## src/rtl/led_matrix_scan.sv

```systemverilog
// ---------------------------------------------------------------------------
// led_matrix_scan
//
// Scans a 16x16 red/green frame onto a row-multiplexed LED matrix. Both colour
// arrays are snapshotted once per frame, at the start of row 0's blanking
// interval. Every row is then blanked for BLANK cycles and lit for DWELL
// cycles, so the picture can never tear mid-frame.
//
// Ports:
//   clk          system clock, rising edge
//   reset        asynchronous active-low reset
//   enable       scan enable; low restarts the scan at row 0
//   RedPixels    red frame, [r][c] = row r, column c
//   GrnPixels    green frame, same indexing
//   RowSink      one-hot active-high row select (zero while blanking)
//   RedDriver    red column drives for the selected row
//   GrnDriver    green column drives for the selected row
//   row          index of the row currently blanking or showing
//   frame_start  one-cycle pulse after each snapshot capture
// ---------------------------------------------------------------------------
module led_matrix_scan #(
  parameter int DWELL = 1000,
  parameter int BLANK = 16
) (
  input  logic              clk,
  input  logic              reset,
  input  logic              enable,
  input  logic [15:0][15:0] RedPixels,
  input  logic [15:0][15:0] GrnPixels,
  output logic [15:0]       RowSink,
  output logic [15:0]       RedDriver,
  output logic [15:0]       GrnDriver,
  output logic [3:0]        row,
  output logic              frame_start
);

  localparam int MAX_CNT = (DWELL > BLANK) ? DWELL : BLANK;
  localparam int CNT_W   = (MAX_CNT > 1) ? $clog2(MAX_CNT) : 1;
  localparam logic [CNT_W-1:0] BLANK_LAST = CNT_W'(BLANK - 1);
  localparam logic [CNT_W-1:0] DWELL_LAST = CNT_W'(DWELL - 1);

  typedef enum logic {
    ST_BLANK,
    ST_SHOW
  } state_t;

  state_t              r_state;
  logic [CNT_W-1:0]    r_cnt;
  logic [15:0][15:0]   r_snapRed;
  logic [15:0][15:0]   r_snapGrn;

  logic                w_capture;
  logic [15:0]         w_rowRed;
  logic [15:0]         w_rowGrn;

  // The capture point is the first blanking cycle of row 0.
  assign w_capture = (r_state == ST_BLANK) && (row == 4'd0) && (r_cnt == '0);

  // With BLANK=1 the capture edge is also the edge that lights row 0, so the
  // fresh input arrays must be used directly instead of the stale snapshot.
  assign w_rowRed = w_capture ? RedPixels[row] : r_snapRed[row];
  assign w_rowGrn = w_capture ? GrnPixels[row] : r_snapGrn[row];

  // Blank/show sequencer. Row select and both column drives are loaded on
  // the same edge so they can never disagree. enable low overrides any
  // terminal count and parks the scan at row 0 while keeping the snapshot.
  always_ff @(posedge clk or negedge reset) begin
    if (!reset) begin
      r_state     <= ST_BLANK;
      r_cnt       <= '0;
      r_snapRed   <= '0;
      r_snapGrn   <= '0;
      RowSink     <= '0;
      RedDriver   <= '0;
      GrnDriver   <= '0;
      row         <= 4'd0;
      frame_start <= 1'b0;
    end else begin
      frame_start <= 1'b0;
      if (!enable) begin
        r_state   <= ST_BLANK;
        r_cnt     <= '0;
        row       <= 4'd0;
        RowSink   <= '0;
        RedDriver <= '0;
        GrnDriver <= '0;
      end else begin
        case (r_state)
          ST_BLANK: begin
            if (w_capture) begin
              r_snapRed   <= RedPixels;
              r_snapGrn   <= GrnPixels;
              frame_start <= 1'b1;
            end
            if (r_cnt == BLANK_LAST) begin
              r_state   <= ST_SHOW;
              r_cnt     <= '0;
              RowSink   <= 16'd1 << row;
              RedDriver <= w_rowRed;
              GrnDriver <= w_rowGrn;
            end else begin
              r_cnt <= r_cnt + CNT_W'(1);
            end
          end
          ST_SHOW: begin
            if (r_cnt == DWELL_LAST) begin
              r_state   <= ST_BLANK;
              r_cnt     <= '0;
              row       <= row + 4'd1;
              RowSink   <= '0;
              RedDriver <= '0;
              GrnDriver <= '0;
            end else begin
              r_cnt <= r_cnt + CNT_W'(1);
            end
          end
          default: begin
            r_state <= ST_BLANK;
            r_cnt   <= '0;
          end
        endcase
      end
    end
  end

endmodule

```

## config.mk

```make
export PLATFORM = sky130hd
export DESIGN_NAME = led_matrix_scan
export DESIGN_NICKNAME = d
export VERILOG_FILES = /design/src/rtl/led_matrix_scan.sv
export SDC_FILE = /design/constraint.sdc
export NUM_CORES = 1
export LEC_CHECK = 0
export ABC_CLOCK_PERIOD_IN_PS = 9100
export BUFFER_PORTS_ARGS = -buffer_cell sky130_fd_sc_hd__buf_4
export CORE_ASPECT_RATIO = 1.25
export CORE_MARGIN = 2
export CORE_UTILIZATION = 25
export DETAILED_ROUTE_END_ITERATION = 6
export HOLD_SLACK_MARGIN = 0.03
export PLACE_DENSITY = 0.43
export REMOVE_ABC_BUFFERS = 1
export SLEW_MARGIN = 20
export SYNTH_ARGS = -nofsm -noshare
export SYNTH_HDL_FRONTEND = slang
export SYNTH_SLANG_ARGS = --single-unit
```

## constraint.sdc

```tcl
create_clock -name clk -period 9.1 [get_ports clk]
set_input_delay 1.82 -clock clk [delete_from_list [all_inputs] [get_ports clk]]
set_output_delay 1.82 -clock clk [all_outputs]
set_load 0.01 [all_outputs]
```

==> results.toml, run 1 <==
[outcome]
status = "finished clean"

[floorplanning]
core_mm2 = 0.102
die_w_um = 291
fp.dieH_um = 362
die_area_mm2 = 0.105
rows = 131
io_pins = 568
start_util = 0.252

[cts]
root_buffer = "clkbuf_16"
numClockSinks = 576
htree_levels = 3
path_clk_slew_ns = 0.06
cts_tree = "done"
holdBufCountCts = 0
cts_inserted_buffers = 69
cts_resized = 0
ctsLongestPathBuffers = 3
clk_latency_ns = 0.61
post_cts_buffers = 0

[yosys]
synth_cell_types = 37
synth_area_mm2 = 0.0257
ys_ff_latch = 576
netlist_instances = 1577
ys_seq_area_frac = 0.561
syn_area_per_cell_um2 = 16.3
synth_edf_count = 0
ys.flop_type = "dfrtp_1"
ys.warnings.count = 0
synthArstFlopShare = 1.00

[finish]
finalCoreUtilization = 0.327
layout.cells.non_filler = 3527
drive_gt1_frac = 0.617
area_delta_synth_final_pct = 29.8
nNetsFinal = 2657

[sta]
timing.hold.ws_ns = 0.476
fin_ws_ns = 4.84
slew_viol_final = 0
max_freq_mhz = 235
clock_skew_ns = 0.0235
rsz0062_at_grt = "false"
slew_headroom = 0.245
setup-violations-final = 0
hold_violations = 0
fin_crit_ns = 4.26
worst_pin_slew_ns = 1.13
tns_ns = 0
min_period_over_period = 0.468

[placement]
dp_slack_ns = 4.28
dpl.hpwl_um = 55700
gp_congestion = 0.761
post-place-cells = 3393
io_buffer_count = 567

[job]
cap_viol_max_count = 0

[critical_path]
crit_path_end_kind = "register"
crit_type = "in2reg"
cp.required_ns = 9.58
crit_arrival_ns = 4.75
reg2reg_slack_ns = 4.98
cp-start-kind = "primary input"
cp_max_fo = 162

[grt]
antenna_found_initial = 13
gr-total-overflow = 0
grt_pass1_vias = 17900
grt_max_degree = 163
grt_pass1_wl_um = 120000
grt_usage = 0.152

[routing]
vias = 15800
drtIter0Drc = 570
detail-route-antenna-nets = 0
wire_per_inst_um = 22.8
viasPerCell = 4.47
drcViolationCount = 0
first_pass_iters = 5
routed_wirelength_um = 80500

[power]
p_int_mw = 5.57
p_leak_nw = 14.8
power.share.sequential = 0.462
peakVddDrop_v = 0.000122
p_clk_frac = 0.369
swShare = 0.247
combPwrFrac = 0.169
switchingPower_mw = 1.82
p_per_area_mw_per_mm2 = 222

[min_path]
min_path_type = "reg2reg"
## cell usage after synthesis (all sizes together) (2+ instances only)
master / count / share of area
and2: 5 / 0.0012
buf: 75 / 0.025
nor3: 6 / 0.0016
and3: 8 / 0.0019
ha: 8 / 0.0039
nand3: 15 / 0.0029
nor3b: 2 / 0.00058
mux4: 128 / 0.11
o22ai: 32 / 0.0078
nor2: 17 / 0.0025
a21o: 32 / 0.0094
xor2: 3 / 0.0010
clkbuf: 33 / 0.0048
xnor2: 7 / 0.0024
nand2: 16 / 0.0023
nor4: 2 / 0.00073
inv: 6 / 0.00088
dfrtp: 576 / 0.56
o21ai: 10 / 0.0019
mux2: 517 / 0.23
nand4: 3 / 0.00073
a31oi: 2 / 0.00049
mux2i: 65 / 0.025
## routing by layer
| metal | track usage | share of wire | vias up |
|---|---|---|---|
| met2 | 0.264 | 0.51 | 418 |
| met3 | 0.0468 | 0.068 | 100 |
| met5 | 0 | 0.00034 | - |
| met4 | 0.0509 | 0.021 | 4 |
| met1 | 0.179 | 0.40 | 8207 |
| li1 | - | - | 7024 |
## layout by cell type, fill, tap and decap left out, drive strengths merged, types with 3 or more instances in the layout
cell and instances:
nor3 6, clkinv 14, o22ai 32, mux2 517
buf 594, nand4 3, and3 8, diode 11
clkbuf 103, xnor2 7, nor2 17, ha 8
xor2 3, and2 5, nand2 16, nand3 15
dfrtp 576, a21o 32, o21ai 10, inv 8
mux2i 65, mux4 128
## layout make-up
| class | count | area, um^2 |
|---|---|---|
| diodes | 11 | 27.5 |
| clock buffers | 103 | 2020 |
| clock inverters | 20 | 185 |
| fillers | 10100 | 68600 |
| inverters | 6 | 25.0 |
| multi-input cells | 887 | 10500 |
| flip-flops and latches | 576 | 14400 |
| well taps | 1330 | 1660 |
| repair buffers | 594 | 4520 |
## stage by stage
| step | area (um^2) | power, mW |
|---|---|---|
| 2_1_floorplan | 24900 | 4.36 |
| 5_1_grt | 33400 | 7.81 |
| 3_3_place_gp | 31100 | 4.65 |
| 6_report | 33400 | 7.39 |
| 4_1_cts | 33300 | 7.54 |
| 3_5_place_dp | 31100 | 4.73 |
## worst max-delay path, cell delays in order
cell and delay (ns):
buf_4 0.10, nor3b_1 0.31, nand3b_1 0.21, nor3_4 0.41, buf_12 0.54, buf_4 0.60
mux2_2 0.40
## state kept, by name, summed over array words and instances, names as in the netlist
signal and cells:
RedDriver 16, r_state 1, row 4, r_snapRed 256, frame_start 1, r_snapGrn 256, GrnDriver 16, r_cnt 10
RowSink 16
## final timing paths
kind	endpoint	cells past startpoint	startpoint
worst min register to register	GrnDriver[13]$_DFFE_PN0P_	1	GrnDriver[13]$_DFFE_PN0P_
max in group asynchronous	r_snapGrn[16]$_DFFE_PN0P_	3	reset
worst max register to register	r_snapGrn[16]$_DFFE_PN0P_	7	row[0]$_DFFE_PN0P_
min in group asynchronous	r_snapRed[216]$_DFFE_PN0P_	1	reset
worst max-delay path	r_snapGrn[16]$_DFFE_PN0P_	7	enable
worst min-delay path	GrnDriver[13]$_DFFE_PN0P_	1	GrnDriver[13]$_DFFE_PN0P_
## logic make-up after synthesis
family | Yosys count | synth area share
compound gates | 79 | 0.0205
flops | 576 | 0.561
simple gates | 80 | 0.0167
mux | 710 | 0.364
fa+ha+maj | 8 | 0.00390
buf+inv | 114 | 0.0304
xor+xnor | 10 | 0.00341
## power by group through the flow
stage	registers [mW]	clock network, mW	logic (mW)
CTS	3.42	2.84	1.27
detailed placement	3.46	0	1.27
global route	3.49	2.96	1.36
global placement	3.43	0	1.23
finish	3.41	2.73	1.25
floorplan	3.35	0	1.01
Power figures use the tool's default switching activity.
==> inputs of run 2 (changes only) <==
--- a/config.mk
+++ b/config.mk
@@ -5,7 +5,7 @@
 export SDC_FILE = /design/constraint.sdc
 export NUM_CORES = 1
 export LEC_CHECK = 0
-export ABC_CLOCK_PERIOD_IN_PS = 9100
+export ABC_CLOCK_PERIOD_IN_PS = 4500
 export BUFFER_PORTS_ARGS = -buffer_cell sky130_fd_sc_hd__buf_4
 export CORE_ASPECT_RATIO = 1.25
 export CORE_MARGIN = 2
==> constraint.sdc (replaced) <==
create_clock -name clk -period 4.5 [get_ports clk]
set_input_delay 0.9 -clock clk [delete_from_list [all_inputs] [get_ports clk]]
set_output_delay 0.9 -clock clk [all_outputs]
set_load 0.01 [all_outputs]
==> results.toml, run 2 (synthesis results as in run 1) <==
[critical_path]
crit_path_end_kind = "output port"
r2r_end = "r_snapRed[78]$_DFFE_PN0P_"
cp_max_fo = 29
cp-start-kind = "register"
crit_type = "reg2out"
r2r-start = "row[1]$_DFFE_PN0P_"
path_cells = "buf_4 > buf_4"
slowest_delay_ns = 0.85
reg2reg_depth = 7
cp_slowest_cell = "dfrtp_4"
crit_top_cell = "buf_4"
cp.required_ns = 3.60
reg2reg_slack_ns = 1.34
crit_arrival_ns = 2.34

[cts]
cts_inserted_buffers = 70
holdBufCountCts = 0
htree_levels = 3
ctsLongestPathBuffers = 3
numClockSinks = 576
cts_resized = 0
cts_tree = "done"
post_cts_buffers = 0
path_clk_slew_ns = 0.06
root_buffer = "clkbuf_16"
clk_latency_ns = 0.61

[routing]
vias = 15900
drtIter0Drc = 488
routed_wirelength_um = 79100
drcViolationCount = 0
detail-route-antenna-nets = 0
wire_per_inst_um = 22.4
first_pass_iters = 6
viasPerCell = 4.49

[finish]
finalCoreUtilization = 0.329
nNetsFinal = 2670
reg.largest.list = "r_snapGrn x256, r_snapRed x256"
final_common_cell = "buf_4"
layout_common_cells = "593 x buf_4, 574 x dfrtp_1, 517 x mux2_2, 128 x mux4_2, 72 x clkbuf_16"
layout.cells.non_filler = 3530
drive_gt1_frac = 0.620
area_delta_synth_final_pct = 30.7

[sta]
setup-violations-final = 0
clock_skew_ns = 0.0252
rsz0062_at_grt = "false"
slew_viol_final = 0
hold_violations = 0
fin_crit_ns = 3.24
slew_headroom = 0.443
min_period_over_period = 0.720
max_freq_mhz = 309
worst_pin_slew_ns = 0.835

[power]
p_leak_nw = 14.9
peakVddDrop_v = 0.000288
p_per_area_mw_per_mm2 = 449

[floorplanning]
die_area_mm2 = 0.105
io_pins = 568
fp.dieH_um = 362
die_w_um = 291
start_util = 0.252
rows = 131
core_mm2 = 0.102

[grt]
grt_pass1_wl_um = 118000
grt_pass1_vias = 17700
antenna_found_initial = 15
grt_max_degree = 88
gr-total-overflow = 0
grt_usage = 0.149

[outcome]
status = "finished clean"

[min_path]
min_path_type = "in2async"

[placement]
io_buffer_count = 567
post-place-cells = 3405
gp_congestion = 0.749
dpl.hpwl_um = 56100

[job]
cap_viol_max_count = 0
run 2: changes by cell type in the layout (fill, tap and decap cells not counted), sizes merged:
cell and change:
diode -4, clkinvlp -1, inv +2, buf +12, bufinv +1, clkinv -7
run 2: cell type report:
| type | instances | area (um^2) |
|---|---|---|
| Antenna cell | 7 | 17.5 |
| Inverter | 6 | 25.0 |
| Tap cell | 1330 | 1660 |
| Timing Repair Buffer | 606 | 4710 |
| Multi-Input combinational cell | 887 | 10500 |
| Fill cell | 10200 | 68400 |
| Clock inverter | 15 | 179 |
| Clock buffer | 103 | 2080 |
| Sequential cell | 576 | 14400 |
run 2: critical path: cells and delay by family (launching register included):
family / cells / cell delay [ns]
flip-flops: 1 / 0.85
buffers and inverters: 2 / 0.80
run 2: report_power, final:
part | internal [mW] | total [mW] | switching, mW | leakage (nW)
sequential | 6.34 | 6.91 | 0.565 | 6.89
combinational | 1.71 | 2.55 | 0.838 | 6.92
clock | 3.36 | 5.62 | 2.26 | 1.11
run 2: worst max path at each step:
stage	from	endpoint	slack, ns	cells after the start
final	row[1]$_DFFE_PN0P_	row[1]	1.26	2
after CTS	row[1]$_DFFE_PN0P_	row[1]	1.10	2
after global routing	row[1]$_DFFE_PN0P_	row[1]	1.01	2
after global placement	enable	r_snapGrn[53]$_DFFE_PN0P_	1.12	7
after floorplan	row[1]$_DFFE_PN0P_	r_snapGrn[0]$_DFFE_PN0P_	-12.39	5
after detailed placement	enable	r_snapRed[78]$_DFFE_PN0P_	1.08	7
run 2: per-stage QoR:
step	setup TNS [ns]	cell area (um^2)	hold WS [ns]	worst slack (ns)	power [mW]
floorplan	-6432.31	24900	0.455	-12.39	8.81
detailed placement	0	31300	0.468	1.08	9.61
global placement	0	31300	0.465	1.12	9.46
CTS	0	33600	0.319	1.10	15.4
finish	0	33600	0.317	1.26	15.1
global route	0	33600	0.353	1.01	15.9
run 2: layer usage:
| layer | GRT usage | wire, um | share of wire | vias up |
|---|---|---|---|---|
| met1 | 0.172 | 30800 | 0.39 | 8257 |
| met3 | 0.0466 | 5370 | 0.068 | 104 |
| li1 | - | - | - | 7056 |
| met5 | 0 | 89 | 0.0011 | - |
| met2 | 0.264 | 41000 | 0.52 | 429 |
| met4 | 0.0457 | 1800 | 0.023 | 14 |
